File: src/rtl/ad_pkg.sv
// Shared types and default widths for the ADC acquisition controller.
package ad_pkg;

    localparam int AD_DATA_W = 8;
    localparam int AD_ADDR_W = 8;

    typedef enum logic [2:0] {
        ST_IDLE,
        ST_WAIT_FIRST,
        ST_WAIT_TRIG,
        ST_CAPTURE,
        ST_DONE
    } state_t;

endpackage

File: src/rtl/ad_capture_ram.sv
// Simple dual-port sample buffer: one write port, one registered read port.
module ad_capture_ram #(
    parameter int DATA_W = 8,
    parameter int ADDR_W = 8
) (
    input  logic              i_clk,
    input  logic              i_rst_n,
    input  logic              i_we,
    input  logic [ADDR_W-1:0] i_waddr,
    input  logic [DATA_W-1:0] i_wdata,
    input  logic [ADDR_W-1:0] i_raddr,
    output logic [DATA_W-1:0] o_rdata
);

    logic [DATA_W-1:0] r_mem [2**ADDR_W];
    logic [DATA_W-1:0] r_rdata;

    always_ff @(posedge i_clk) begin
        if (i_we)
            r_mem[i_waddr] <= i_wdata;
    end

    // Read-before-write: a same-cycle read of the written address sees old data.
    always_ff @(posedge i_clk or negedge i_rst_n) begin
        if (!i_rst_n)
            r_rdata <= '0;
        else
            r_rdata <= r_mem[i_raddr];
    end

    assign o_rdata = r_rdata;

endmodule

File: src/rtl/ad_capture_ctrl.sv
// Arm / trigger / capture sequencer for the 8-bit ADC stream, storing
// decimated samples into an internal buffer for host readback.
module ad_capture_ctrl
    import ad_pkg::*;
#(
    parameter int DATA_W = AD_DATA_W,
    parameter int ADDR_W = AD_ADDR_W
) (
    input  logic              sys_clk,
    input  logic              rst_n,
    input  logic              start,
    input  logic              abort,
    input  logic              trig_en,
    input  logic              trig_rising,
    input  logic [DATA_W-1:0] trig_level,
    input  logic [ADDR_W:0]   capture_len,
    input  logic [7:0]        decim,
    input  logic [DATA_W-1:0] ad_data,
    input  logic              ad_vld,
    output logic              busy,
    output logic              triggered,
    output logic              done,
    output logic [ADDR_W:0]   sample_cnt,
    input  logic [ADDR_W-1:0] rd_addr,
    output logic [DATA_W-1:0] rd_data
);

    localparam logic [ADDR_W:0] DEPTH = {1'b1, {ADDR_W{1'b0}}};

    state_t            r_state;
    logic              r_busy;
    logic              r_triggered;
    logic              r_done;
    logic [ADDR_W:0]   r_cnt;
    logic [7:0]        r_dcnt;
    logic [DATA_W-1:0] r_prev;
    logic              r_trig_en;
    logic              r_trig_rising;
    logic [DATA_W-1:0] r_level;
    logic [ADDR_W:0]   r_len;
    logic [7:0]        r_decim;

    logic [ADDR_W:0]   w_len_eff;
    logic [ADDR_W:0]   w_cnt_nxt;
    logic              w_fire;
    logic              w_last;
    logic              w_we;

    assign w_len_eff = (capture_len == '0 || capture_len > DEPTH) ? DEPTH : capture_len;
    assign w_cnt_nxt = r_cnt + (ADDR_W+1)'(1);
    assign w_last    = (w_cnt_nxt == r_len);
    assign w_fire    = r_trig_rising ? (r_prev <  r_level && ad_data >= r_level)
                                     : (r_prev >= r_level && ad_data <  r_level);

    // Every buffer write is a kept sample; abort suppresses a coincident write.
    always_comb begin
        w_we = 1'b0;
        if (ad_vld && !abort) begin
            case (r_state)
                ST_WAIT_FIRST: w_we = !r_trig_en;
                ST_WAIT_TRIG:  w_we = w_fire;
                ST_CAPTURE:    w_we = (r_dcnt == r_decim);
                default:       w_we = 1'b0;
            endcase
        end
    end

    always_ff @(posedge sys_clk or negedge rst_n) begin
        if (!rst_n) begin
            r_state       <= ST_IDLE;
            r_busy        <= 1'b0;
            r_triggered   <= 1'b0;
            r_done        <= 1'b0;
            r_cnt         <= '0;
            r_dcnt        <= '0;
            r_prev        <= '0;
            r_trig_en     <= 1'b0;
            r_trig_rising <= 1'b0;
            r_level       <= '0;
            r_len         <= '0;
            r_decim       <= '0;
        end else if (abort) begin
            r_state     <= ST_IDLE;
            r_busy      <= 1'b0;
            r_triggered <= 1'b0;
        end else if (w_we) begin
            r_cnt  <= w_cnt_nxt;
            r_dcnt <= '0;
            if (w_last) begin
                r_state     <= ST_DONE;
                r_busy      <= 1'b0;
                r_triggered <= 1'b0;
                r_done      <= 1'b1;
            end else begin
                r_state     <= ST_CAPTURE;
                r_triggered <= 1'b1;
            end
        end else begin
            case (r_state)
                ST_IDLE, ST_DONE: begin
                    if (start) begin
                        r_state       <= ST_WAIT_FIRST;
                        r_busy        <= 1'b1;
                        r_done        <= 1'b0;
                        r_cnt         <= '0;
                        r_dcnt        <= '0;
                        r_trig_en     <= trig_en;
                        r_trig_rising <= trig_rising;
                        r_level       <= trig_level;
                        r_len         <= w_len_eff;
                        r_decim       <= decim;
                    end
                end
                ST_WAIT_FIRST: begin
                    if (ad_vld) begin
                        r_prev  <= ad_data;
                        r_state <= ST_WAIT_TRIG;
                    end
                end
                ST_WAIT_TRIG: begin
                    if (ad_vld)
                        r_prev <= ad_data;
                end
                ST_CAPTURE: begin
                    if (ad_vld)
                        r_dcnt <= r_dcnt + 8'd1;
                end
                default: r_state <= ST_IDLE;
            endcase
        end
    end

    ad_capture_ram #(
        .DATA_W (DATA_W),
        .ADDR_W (ADDR_W)
    ) u_ram (
        .i_clk   (sys_clk),
        .i_rst_n (rst_n),
        .i_we    (w_we),
        .i_waddr (r_cnt[ADDR_W-1:0]),
        .i_wdata (ad_data),
        .i_raddr (rd_addr),
        .o_rdata (rd_data)
    );

    assign busy       = r_busy;
    assign triggered  = r_triggered;
    assign done       = r_done;
    assign sample_cnt = r_cnt;

endmodule

File: config.mk
export PLATFORM = sky130hd
export DESIGN_NAME = ad_capture_ctrl
export DESIGN_NICKNAME = d
export VERILOG_FILES = /design/src/rtl/ad_pkg.sv /design/src/rtl/ad_capture_ram.sv /design/src/rtl/ad_capture_ctrl.sv
export SDC_FILE = /design/constraint.sdc
export NUM_CORES = 2
export LEC_CHECK = 0
export BUFFER_PORTS_ARGS = -buffer_cell sky130_fd_sc_hd__buf_4
export CAP_MARGIN = 20
export CORE_ASPECT_RATIO = 0.9
export CORE_UTILIZATION = 40
export CTS_CLUSTER_DIAMETER = 60
export DETAILED_ROUTE_END_ITERATION = 7
export GPL_TIMING_DRIVEN = 0
export MAX_ROUTING_LAYER = met4
export SLEW_MARGIN = 20
export SYNTH_ARGS = -nofsm -noshare
export SYNTH_HDL_FRONTEND = slang
export SYNTH_HIERARCHICAL = 1
export SYNTH_SLANG_ARGS = --single-unit
File: constraint.sdc
create_clock -name sys_clk -period 4.49 [get_ports sys_clk]
set_input_delay 0.449 -clock sys_clk [delete_from_list [all_inputs] [get_ports sys_clk]]
set_output_delay 0.449 -clock sys_clk [all_outputs]
set_load 0.02 [all_outputs]
==> results.txt <==
The number of ports placed on the die boundary came out at 68. The logs give 4,643 for the number of nets in the finished design and 4,282 for the post-synth net total. Leaving out fill and tap cells, the most frequent cells in the layout are sky130_fd_sc_hd__edfxtp_1 (2,048), sky130_fd_sc_hd__mux4_2 (445), sky130_fd_sc_hd__clkbuf_16 (213). Summed over all layers, the global routing overflow is 0. The horizontal die dimension is 484 µm, and the count of flip-flops with a built-in enable after synthesis is 2,048.

The post-detailed-placement half-perimeter wirelength was 176,000 µm. The most used flip-flop cell after synthesis was sky130_fd_sc_hd__edfxtp_1. The logs give 263,000 µm for the wire length reported by the detailed router and 2,114 for the total number of clock tree sinks. Between clock sinks in the finished design, the worst skew comes to 62.4 ps.

IR analysis of the VDD net gives a maximum drop of 0.445 mV. At the pin with the least slew margin, the transition time is 1340 ps. Setup repair after global routing could not meet its margin everywhere.

At the later pin of the worst-skew pair, clock insertion delay measures 880 ps. Along the worst path, the maximum fanout reaches 10. The final count of hold timing violations is 0, and the top cell type's share of synthesized area is 0.735. Measured along the y axis, the die boundary spans 436 µm. The part of the cycle the worst path needs came out at 1.00. The logs give 3 for the number of buffers on the longest clock path and 81 for the distinct cell type count after synthesis. The fraction of layout cells with a size suffix above 1 was 0.252; the synthesized instance count was 4,215. The share of synthesized flip-flops with an asynchronous set or reset was 0.0312. TritonCTS built the clock tree.

Summing every instance area after synthesis gives 0.0837 mm². The die covers 0.211 mm². The total power is 42.6 mW, and the global placement routability congestion is 0.960. The tool flagged a number of max-cap violations equal to 0. The run gives 5000 ps as the worst path required time.

The average footprint of a synthesized cell is 19.9 µm², and the setup slack of the worst register-to-register path is 0.4 ps. For the detailed router's first-iteration violation count, the log shows 6,816. Once layout is done, the placed cells without fillers occupy 0.0965 mm². Signal arrival time at the worst endpoint: 5000 ps. The class of the most critical setup path is reg2reg.

The min-delay analysis places its worst path in the category in2reg. The normalized max-slew margin was 0.107. Once placement finished, the instance area stood at 0.0885 mm². The via density per instance was 6.15.

For the number of rows in the core area, the log shows 158. The count of buffers inserted at the top-level ports was 64. From synthesis to final layout, the design area changed by 15.3%. Power spread over the standard cell area amounts to 442 mW/mm². STA classifies the critical path startpoint as a flip-flop. After detailed routing, the average wire length per cell comes to 35.1 µm. The root buffer cell chosen for the clock tree is sky130_fd_sc_hd__clkbuf_16. The maximum number of pins on one net before global-route repair came out at 137. Static timing analysis puts the maximum clock frequency at 223 MHz. The effective utilization at floorplan is 0.404. The final route contains 46.1k vias. Area of the placeable core: 0.207 mm².

The H-tree depth is 4, and the clock transition at the registers of the reported paths is 60 ps. The run gives 0 as the count of antenna-violating nets left after detailed routing. In the routed design, unresolved DRC markers number 0.

Most common cell after layout, fill and taps aside: sky130_fd_sc_hd__edfxtp_1. By area the synthesized netlist is led by sky130_fd_sc_hd__edfxtp_1 (73%), sky130_fd_sc_hd__mux4_2 (12%), sky130_fd_sc_hd__mux2i_1 (2.0%), sky130_fd_sc_hd__dfrtp_1 (2.0%), sky130_fd_sc_hd__nor2_1 (1.3%). The run finished with clean final reports. The count of final max-slew check failures was 0. Summed over all cells, the static leakage comes to 30.4 nW. Via count of the first global-routing pass: 44.1k.

Cell type with the highest aggregate area in the netlist: sky130_fd_sc_hd__edfxtp_1. The synthesized design contains 2,114 register bits. The number of antenna violations at the first check in global routing is 9. Before antenna repair, the detailed router went through 6 iterations. Setup violations remaining at the end of the flow were counted as 0. Counting the fill cells in the layout gives 17.1k.

The Yosys step of the flow raised 6 warnings. The worst setup path is captured at a flip-flop. The clock period could shrink to 4490 ps. The run gives 0.253 as the combined global-route utilization of all metal layers. The tools report the post-synthesis sequential area ratio as 0.755.

The tools report the wire length of the first global-routing pass as 358,000 µm. The number of buffers created by CTS was 211.
## cell usage after synthesis (18+ instances only)
master	count
sky130_fd_sc_hd__a21oi_1	92
sky130_fd_sc_hd__a221oi_1	22
sky130_fd_sc_hd__a22o_1	23
sky130_fd_sc_hd__a22oi_1	93
sky130_fd_sc_hd__a31oi_1	24
sky130_fd_sc_hd__buf_1	18
sky130_fd_sc_hd__buf_2	49
sky130_fd_sc_hd__buf_4	18
sky130_fd_sc_hd__buf_6	31
sky130_fd_sc_hd__clkbuf_1	118
sky130_fd_sc_hd__dfrtp_1	66
sky130_fd_sc_hd__edfxtp_1	2048
sky130_fd_sc_hd__ha_1	19
sky130_fd_sc_hd__inv_1	25
sky130_fd_sc_hd__mux2i_1	168
sky130_fd_sc_hd__mux4_2	445
sky130_fd_sc_hd__nand2_1	159
sky130_fd_sc_hd__nand3_1	54
sky130_fd_sc_hd__nand4_1	23
sky130_fd_sc_hd__nor2_1	295
sky130_fd_sc_hd__nor2b_1	35
sky130_fd_sc_hd__nor3_1	21
sky130_fd_sc_hd__nor4_1	19
sky130_fd_sc_hd__o21ai_0	41
sky130_fd_sc_hd__o221ai_1	37
sky130_fd_sc_hd__o22ai_1	32
## state kept, by name, indices dropped and copies added (netlist names)
register	cells
u_ram/r_mem	2048
r_len	9
sample_cnt	9
r_dcnt	8
r_decim	8
r_level	8
r_prev	8
u_ram/o_rdata	8
r_state	3
busy	1
done	1
r_trig_en	1
r_trig_rising	1
triggered	1
## per-stage QoR
step                      cells  TNS [ps]  hold slack (ps)  setup WS, ps   util
final                      7489         0             27.8         0.392  0.466
after CTS                  7478         0            0.675          33.8  0.465
after detailed placement   7030  -3294140              478         -2170  0.428
after global routing       7485    -11430             16.1          -126  0.466
after floorplan            4215         0              153           759      -
after global placement     6999  -6744130              474         -3940  0.423
## cell families after synthesis
group                    synth area share
AO/OA/AOI/OAI                      0.0395
XOR/XNOR                          0.00220
adder cells (fa/ha/maj)           0.00284
buffers and inverters              0.0212
flip-flops                          0.755
multiplexers                        0.142
AND/OR/NAND/NOR                    0.0376
## metal layers
metal	GRT usage	wire [µm]	part of all wire	vias up
met3	0.0637	30100	0.11	479
met2	0.371	120000	0.46	2832
li1	-	-	-	18112
met4	0.0857	9100	0.035	0
met1	0.345	104000	0.39	24669
met5	-	0	0	-
## critical path: stages (launching register included)
cell and delay (ps):
sky130_fd_sc_hd__dfrtp_1 360, sky130_fd_sc_hd__inv_1 130, sky130_fd_sc_hd__ha_1 270, sky130_fd_sc_hd__a211o_1 280
sky130_fd_sc_hd__a211o_1 270, sky130_fd_sc_hd__or2_0 220, sky130_fd_sc_hd__o32ai_2 280, sky130_fd_sc_hd__o21bai_4 200
sky130_fd_sc_hd__clkinvlp_4 210, sky130_fd_sc_hd__clkbuf_2 380, sky130_fd_sc_hd__nand3_2 350, sky130_fd_sc_hd__clkbuf_2 430
sky130_fd_sc_hd__buf_16 280, sky130_fd_sc_hd__nor2_2 460
## timing repair
action,4_1_cts,5_1_grt
endpoints found under the setup margin,2015,635
buffers inserted,11,0
hold buffers,42,0
resized for setup,146,60
cloned,1,0
hold endpoints to repair,204,0
pin swaps,4,1
## final cells by class
type / count / area (µm²) / share of cell area
antenna: 11 / 27.5 / 0.000285
buffer: 258 / 1730 / 0.0180
clock buffer: 283 / 5640 / 0.0585
clock inverter: 112 / 1070 / 0.0111
inverter: 26 / 101 / 0.00105
multi-input combinational: 1816 / 19400 / 0.202
sequential: 2114 / 63200 / 0.655
tap: 2720 / 3400 / 0.0353
timing repair buffer: 149 / 1890 / 0.0196
## path summary, 6_finish.rpt
kind	startpoint	end	depth (start not counted)
setup / recovery	r_level[5]	u_ram/r_mem[97][5]	13
hold / removal	ad_data[4]	u_ram/r_mem[243][4]	1
setup reg to reg	r_level[5]	u_ram/r_mem[97][5]	13
hold reg to reg	r_trig_en	r_trig_en	2
max in group asynchronous	rst_n	u_ram/o_rdata[1]	2
min in group asynchronous	rst_n	triggered	2
## power breakdown
| group | switching [mW] | internal, mW | leakage (nW) |
|---|---|---|---|
| Combinational | 2.29 | 1.19 | 7.92 |
| Sequential | 0.139 | 21.8 | 19.2 |
| Clock | 7.66 | 9.51 | 3.25 |
(Power assumes the default switching activity.)
